File: config.mk
export PLATFORM = sky130hd
export DESIGN_NAME = jk_seq_driver
export DESIGN_NICKNAME = d
export VERILOG_FILES = /design/src/rtl/jk_pkg.sv /design/src/rtl/jk_excite.sv /design/src/rtl/jk_seq_driver.sv
export SDC_FILE = /design/constraint.sdc
export NUM_CORES = 1
export LEC_CHECK = 0
export BUFFER_PORTS_ARGS = -buffer_cell sky130_fd_sc_hd__buf_2
export CAP_MARGIN = 40
export CORE_MARGIN = 8
export CORE_UTILIZATION = 30
export CTS_CLUSTER_DIAMETER = 200
export DETAILED_ROUTE_END_ITERATION = 12
export PLACE_DENSITY = 0.54
export SYNTH_ARGS = -nofsm -noshare
export SYNTH_HDL_FRONTEND = slang
export SYNTH_HIERARCHICAL = 1
export SYNTH_SLANG_ARGS = --single-unit
File: constraint.sdc
create_clock -name clk -period 2 [get_ports clk]
set_input_delay 0.4 -clock clk [delete_from_list [all_inputs] [get_ports clk]]
set_output_delay 0.4 -clock clk [all_outputs]
set_load 0.02 [all_outputs]
File: src/rtl/jk_pkg.sv
// Shared types and constants for the JK flip-flop sequence driver.
package jk_pkg;

  // Driver FSM states.
  typedef enum logic [1:0] {
    ST_IDLE  = 2'd0,
    ST_DRIVE = 2'd1,
    ST_CHECK = 2'd2,
    ST_DONE  = 2'd3
  } jk_state_e;

  // Value placed on an excitation input whose level does not matter.
  localparam logic JK_DC = 1'b0;

endpackage : jk_pkg

File: src/rtl/jk_excite.sv
// JK excitation table: the j/k needed to move a JK flip-flop from q to q_next.
module jk_excite
  import jk_pkg::*;
#(
  parameter logic DC = JK_DC
) (
  input  logic q,
  input  logic q_next,
  output logic j,
  output logic k
);

  // Set from 0 needs only J; clear from 1 needs only K; the other input is free.
  always_comb begin
    j = DC;
    k = DC;
    if (q) begin
      j = DC;
      k = ~q_next;
    end else begin
      j = q_next;
      k = DC;
    end
  end

endmodule : jk_excite

File: src/rtl/jk_seq_driver.sv
// Drives a target bit sequence into an external JK flip-flop and checks q feedback.
module jk_seq_driver
  import jk_pkg::*;
#(
  parameter int unsigned DATA_W = 8,
  parameter logic        DC_VAL = JK_DC,
  localparam int unsigned LEN_W = $clog2(DATA_W) + 1
) (
  input  logic              clk,
  input  logic              rst_n,
  input  logic              in_valid,
  output logic              in_ready,
  input  logic [DATA_W-1:0] in_data,
  input  logic [LEN_W-1:0]  in_len,
  output logic              j,
  output logic              k,
  input  logic              q_fb,
  output logic              busy,
  output logic              done,
  output logic [7:0]        mismatch_cnt,
  output logic              err
);

  jk_state_e         state_q, state_d;
  logic [DATA_W-1:0] sh_q, sh_d;
  logic [LEN_W-1:0]  len_q, len_d;
  logic [LEN_W-1:0]  idx_q, idx_d;
  logic              expq_q, expq_d;
  logic              cur_vld_q, cur_vld_d;
  logic              cur_bit_q, cur_bit_d;
  logic              chk_vld_q, chk_vld_d;
  logic              chk_bit_q, chk_bit_d;
  logic              j_d, k_d, ready_d, busy_d, done_d, err_d;
  logic [7:0]        cnt_d;

  logic              ex_q, ex_t, ex_j, ex_k;
  logic [LEN_W-1:0]  len_clamp;
  logic              accept, bit_err;

  // On accept the first bit is excited from live q_fb; afterwards from the tracked state.
  assign ex_q      = (state_q == ST_IDLE) ? q_fb : expq_q;
  assign ex_t      = (state_q == ST_IDLE) ? in_data[0] : sh_q[0];
  assign len_clamp = (in_len > LEN_W'(DATA_W)) ? LEN_W'(DATA_W) : in_len;
  assign accept    = (state_q == ST_IDLE) && in_ready && in_valid;
  assign bit_err   = chk_vld_q && (q_fb != chk_bit_q);

  jk_excite #(.DC(DC_VAL)) u_excite (
    .q      (ex_q),
    .q_next (ex_t),
    .j      (ex_j),
    .k      (ex_k)
  );

  // Next-state, datapath and output decode.
  always_comb begin
    state_d   = state_q;
    sh_d      = sh_q;
    len_d     = len_q;
    idx_d     = idx_q;
    expq_d    = expq_q;
    j_d       = 1'b0;
    k_d       = 1'b0;
    cur_vld_d = 1'b0;
    cur_bit_d = cur_bit_q;
    chk_vld_d = cur_vld_q;
    chk_bit_d = cur_bit_q;
    err_d     = err | bit_err;
    cnt_d     = (bit_err && (mismatch_cnt != 8'hFF)) ? mismatch_cnt + 8'd1 : mismatch_cnt;

    case (state_q)
      ST_IDLE: begin
        if (accept) begin
          cnt_d  = 8'd0;
          err_d  = 1'b0;
          len_d  = len_clamp;
          expq_d = q_fb;
          if (len_clamp == '0) begin
            state_d = ST_DONE;
          end else begin
            state_d   = ST_DRIVE;
            j_d       = ex_j;
            k_d       = ex_k;
            cur_vld_d = 1'b1;
            cur_bit_d = in_data[0];
            expq_d    = in_data[0];
            sh_d      = in_data >> 1;
            idx_d     = LEN_W'(1);
          end
        end
      end
      ST_DRIVE: begin
        if (idx_q == len_q) begin
          state_d = ST_CHECK;
        end else begin
          j_d       = ex_j;
          k_d       = ex_k;
          cur_vld_d = 1'b1;
          cur_bit_d = sh_q[0];
          expq_d    = sh_q[0];
          sh_d      = sh_q >> 1;
          idx_d     = idx_q + LEN_W'(1);
        end
      end
      ST_CHECK: state_d = ST_DONE;
      ST_DONE:  state_d = ST_IDLE;
      default:  state_d = ST_IDLE;
    endcase

    ready_d = (state_d == ST_IDLE);
    busy_d  = (state_d == ST_DRIVE) || (state_d == ST_CHECK);
    done_d  = (state_d == ST_DONE);
  end

  // State and registered outputs; reset aborts any job in flight.
  always_ff @(posedge clk or negedge rst_n) begin
    if (!rst_n) begin
      state_q      <= ST_IDLE;
      sh_q         <= '0;
      len_q        <= '0;
      idx_q        <= '0;
      expq_q       <= 1'b0;
      cur_vld_q    <= 1'b0;
      cur_bit_q    <= 1'b0;
      chk_vld_q    <= 1'b0;
      chk_bit_q    <= 1'b0;
      j            <= 1'b0;
      k            <= 1'b0;
      in_ready     <= 1'b0;
      busy         <= 1'b0;
      done         <= 1'b0;
      mismatch_cnt <= 8'd0;
      err          <= 1'b0;
    end else begin
      state_q      <= state_d;
      sh_q         <= sh_d;
      len_q        <= len_d;
      idx_q        <= idx_d;
      expq_q       <= expq_d;
      cur_vld_q    <= cur_vld_d;
      cur_bit_q    <= cur_bit_d;
      chk_vld_q    <= chk_vld_d;
      chk_bit_q    <= chk_bit_d;
      j            <= j_d;
      k            <= k_d;
      in_ready     <= ready_d;
      busy         <= busy_d;
      done         <= done_d;
      mismatch_cnt <= cnt_d;
      err          <= err_d;
    end
  end

endmodule : jk_seq_driver

# == After elaboration in Yosys (flattened, before gate mapping) ==
# Index checks and enable logic that the tools add are counted.
# op_classes
add_sub_neg,2
n_mul,0
div,0
order_cmp,1
n_eq_ne,12
n_shift,0
mux,41
n_bitwise,2
reduce_logical,12
# op_table
op,n
two-way mux 8 bit,6
two-way mux 1 bit,20
two-way mux 4 bit,4
case mux 8 bit (2 select lines),1
case mux 1 bit (2 select lines),5
adder 8 x 1 -> 8 bit (second input constant),1
== test 2 bit (second input constant),4
!= test 8 bit (second input constant),1
case mux 2 bit (4 select lines),1
case mux 4 bit (2 select lines),1
two-way mux 2 bit,3
!= test 2 bit (second input constant),3
adder 4 x 1 -> 4 bit (second input constant),1
== test 2 x 1 -> 1 bit (second input constant),2
== test 4 bit,1
> comparator 4 bit (second input constant),1
logical AND 1 bit,4
zero test 2 bit,2
zero test 4 bit,1
AND reduction 4 bit,1
AND reduction 3 bit,1
AND reduction 2 bit,1
nonzero test 2 bit,1
logical OR 1 bit,1
other kinds (3),3
# word_totals
reg_bits,37
latchBits,0
ramBits,0
mem_bits_ro,0
output_inout_bits,14
wordCells,86
mem_count,0

# == Depth between registers and ports, before layout ==
# depth
word_depth,8
mapped_depth,6
ltp_nobuf,5

# == Modules after synthesis ==
# The synthesis kept the hierarchy.
# by_module_without_submodules
mod,instances,cells_each,area_each_um2
jk_seq_driver,1,155,1704.1
jk_excite,1,2,15.0

# == Worst setup path after synthesis ==
# Ideal clock, no wire load.
# synth_path
kind,register to register
startpoint,reg mismatch_cnt[0]
endpoint,reg mismatch_cnt[3]
arrival_ns,1.570
setup_slack_ns,0.357
path_stages_with_launch,6
cell_sequence,dfrtp_1 ha_1 nand4_1 o211ai_2 or3_1 a21oi_2
# synth_via
elab_chain_len,5
word_cells_on_any_way,6
# synth_lines
element,line,text
start: declaration,jk_seq_driver.sv:20,"output logic [7:0] mismatch_cnt,"
start signal: assignment,jk_seq_driver.sv:148,mismatch_cnt <= cnt_d;
branches (longest 2 deep; another with adder 8 x 1 -> 8 bit),n/a,
two-way mux 8 bit (*),jk_seq_driver.sv:68,cnt_d = (bit_err && (mismatch_cnt != 8'hFF)) ? mismatch_cnt + 8'd1 : mismatch_cnt;
two-way mux 8 bit,jk_seq_driver.sv:72,if (accept) begin
two-way mux 8 bit (*),jk_seq_driver.sv:70,case (state_q)
named net cnt_d[3],jk_seq_driver.sv:34,logic [7:0] cnt_d;
# Mark *: on every way through the listed nets, which the timed path passes.
# A chain may end at the register's enable or synchronous reset.

# == Worst setup path in the final report ==
# layout_path
startpoint,reg idx_q[1]
endpoint,reg k
# layout_via
elab_chain_len,3
# layout_lines
element,line,text
start: declaration,jk_seq_driver.sv:27,"logic [LEN_W-1:0] idx_q, idx_d;"
start signal: assignment,jk_seq_driver.sv:137,idx_q <= idx_d;
== test 4 bit,jk_seq_driver.sv:92,if (idx_q == len_q) begin
two-way mux 1 bit,jk_seq_driver.sv:92,
case mux 1 bit (2 select lines),jk_seq_driver.sv:70,
named net k_d,jk_seq_driver.sv:33,"logic j_d, k_d, ready_d, busy_d, done_d, err_d;"
end signal: assignment,jk_seq_driver.sv:144,k <= k_d;
end: declaration,jk_seq_driver.sv:16,"output logic k,"
# The timed path passes the listed nets, and every way through them passes these cells.

==> qor.yml <==
run_status: "finished, final reports clean"
fin_nets: 212
synth_top_family_by_area: "simple AND/OR/NAND/NOR gates"
antenna_cells: 0
yosys-top-cells-count: "dfrtp_1, nand2_1, nor2_1, inv_1"
die_height_um: 91.7
drive_above_1_share_pct: 27.5
cts_buffer_depth: 2
fin_skew_ns: 0.00524
start_kind: "register"
io_pins: 30
grt_usage_pct: 9.13
synth_cells: 157
power_density_mw_per_mm2: 1500
min_period_ns: 1.75
place_ws_ns: 0.212
rows: 27
tritoncts: "yes"
numCtsBuffers: 5
worst_slew_pin_slew_ns: 0.458
crit_required_ns: 2.17
syn_to_final_growth_pct: 19.3
synth.area.top_cells: "dfrtp_1, nand2_1, a221oi_1, ha_1, mux2i_1"
fin_ws_ns: 0.250
initial_core_util_pct: 31.2
synthMuxAreaShare_pct: 3.57
synthArstFlopShare_pct: 100
hold_violations: 0
grt_setup_unrepaired: "false"
rr_worst_depth: 6
arrival_ns: 1.92
ir_drop_mv: 0.545
end_kind: "register"
yosysUniqueCellTypes: 43
grt_pass1_wl_mm: 6.27
grt.overflow.total: 0
gp_congestion: 0.722
fin_crit_sh_pct: 87.5
avgSynthCellArea_um2: 10.9
power.switching_mw: 1.24
slew-limit-headroom_pct: 69.5
core_region_area_mm2: 0.00551
cap_violations: 0
synth_compound_area_share_pct: 12.6
drt-initial-drc-count: 24
grt_max_degree: 37
ys_seq_elements: 36
routed.top_layer: "met4"
ctsResizeCount: 0
clk_pin_slew_ns: 0.07
regToRegSetupSlack_ns: 0.25
postCtsSetupBuffers: 0
yosys.area.top_type: "dfrtp_1"
synth_ff_type: "dfrtp_1"
drtPass1Iterations: 4
syn_nets: 177
first_global_vias: 1349
met2_length_mm: 1.49
synth_fa_ha_area_share_pct: 2.91
cell_internal_pwr_mw: 1.84
wl_met1_mm: 1.70
wirelength_mm: 3.46
holdBufCountCts: 0
share_comb_of_total_power_pct: 42.1
synth.yosys.seq_area_share_pct: 52.4
synth_edf_count: 0
synthSimpleGateAreaFrac_pct: 19.7
insertion_delay_ns: 0.28
crit_path_max_fanout: 16
clock_sinks: 36
clockRootBuffer: "clkbuf_8"
wl_per_cell_um: 13.0
drtAntennaViolNets: 0
io_buffers: 29
swShare_pct: 40.2
syn_area_mm2: 0.00172
dp_hpwl_mm: 2.59
setup_viol: 0
yosysMostFrequentCell: "dfrtp_1"
hold_class: "input port to async pin"
max_freq_mhz: 571
p_leak_nw: 0.966
antenna_found_initial: 0
crit_type: "register to register"
slew_violations: 0
yosys.area_share.xor_xnor_pct: 4.95
p_seq_share_pct: 40.9
wl_met3_um: 219
avgViaCountPerCell: 4.77
finalSetupTns_ns: 0
die_area_mm2: 0.00841
p_clk_share_pct: 17.0
fp.dieW_um: 91.7
via_count: 1263
drc: 0
synth_warnings: 6
synth_top_area_share_pct: 52.4
h-tree-depth: 2
-- cells by family after synthesis --
kind of cell | count (synthesis)
compound gates | 27
xor+xnor | 8
fa+ha+maj | 4
buf+inv | 15
flops | 36
mux | 6
simple gates | 61
-- sequential cells by signal, indices dropped and copies added, names as in the netlist, 2 cells and up --
register and flops:
len_q 4, mismatch_cnt 8, idx_q 4, state_q 2, sh_q 7
-- per-stage QoR --
step | util (%) | std cells | power [mW] | hold WS [ns] | area [um2]
CTS | 37.2 | 265 | 3.13 | 0.158 | 2050
detailed placement | 35.5 | 257 | 2.59 | 0.343 | 1960
global route | 37.2 | 265 | 3.38 | 0.179 | 2050
floorplan | - | 157 | 2.22 | 0.104 | 1720
finish | 37.2 | 265 | 3.08 | 0.142 | 2050
global placement | 35.5 | 257 | 2.56 | 0.334 | 1960
-- critical path: stages, from the launching register on --
cell     delay [ns]
dfrtp_1        0.42
xnor2_1        0.34
a41oi_4        0.17
buf_4          0.23
nor2_4         0.22
inv_1          0.10
and2_1         0.16
-- power groups by stage --
stage	clock network, mW	logic, mW	registers [mW]
final	0.523	1.29	1.26
after global routing	0.584	1.49	1.30
after CTS	0.550	1.32	1.26
after detailed placement	0	1.31	1.28
after global placement	0	1.28	1.27
after floorplan	0	0.892	1.33
-- cell usage in the layout, fill, tap and decap left out, drive strengths merged, types with 3 or more instances in the layout --
| cell | synthesis | final |
|---|---|---|
| nand3 | 3 | 3 |
| o21ai | 7 | 7 |
| xor2 | 4 | 4 |
| buf | 4 | 32 |
| mux2i | 5 | 5 |
| a221oi | 7 | 7 |
| xnor2 | 4 | 4 |
| or3 | 4 | 4 |
| dfrtp | 36 | 36 |
| a21oi | 6 | 6 |
| nand2 | 17 | 17 |
| nand3b | 3 | 3 |
| nand4 | 6 | 6 |
| inv | 11 | 11 |
| ha | 4 | 4 |
| clkbuf | 0 | 7 |
| nor2 | 15 | 15 |
-- metal layers --
metal  vias to the layer above  track usage [%]
met4                         0             4.03
met1                       607             11.1
met3                         7             3.75
met5                         -                0
met2                        28             13.9
li1                        621                -
-- cell type report --
cell class                      instances  area [um2]
Tap cell                               72        90.1
Sequential cell                        36         901
Fill cell                             547        3460
Clock inverter                          1        7.51
Clock buffer                            7        86.3
Multi-Input combinational cell        106         757
Timing Repair Buffer                   32         168
Inverter                               11        41.3
-- path summary, 6_finish.rpt --
kind                                    to  startpoint
setup / recovery                         k    idx_q[1]
hold / removal             mismatch_cnt[4]       rst_n
setup reg to reg                         k    idx_q[1]
hold reg to reg                  chk_vld_q   chk_vld_d
max in group asynchronous         len_q[2]       rst_n
min in group clk                   sh_q[6]  in_data[7]
Note: power is estimated with default switching activity, not from simulation.
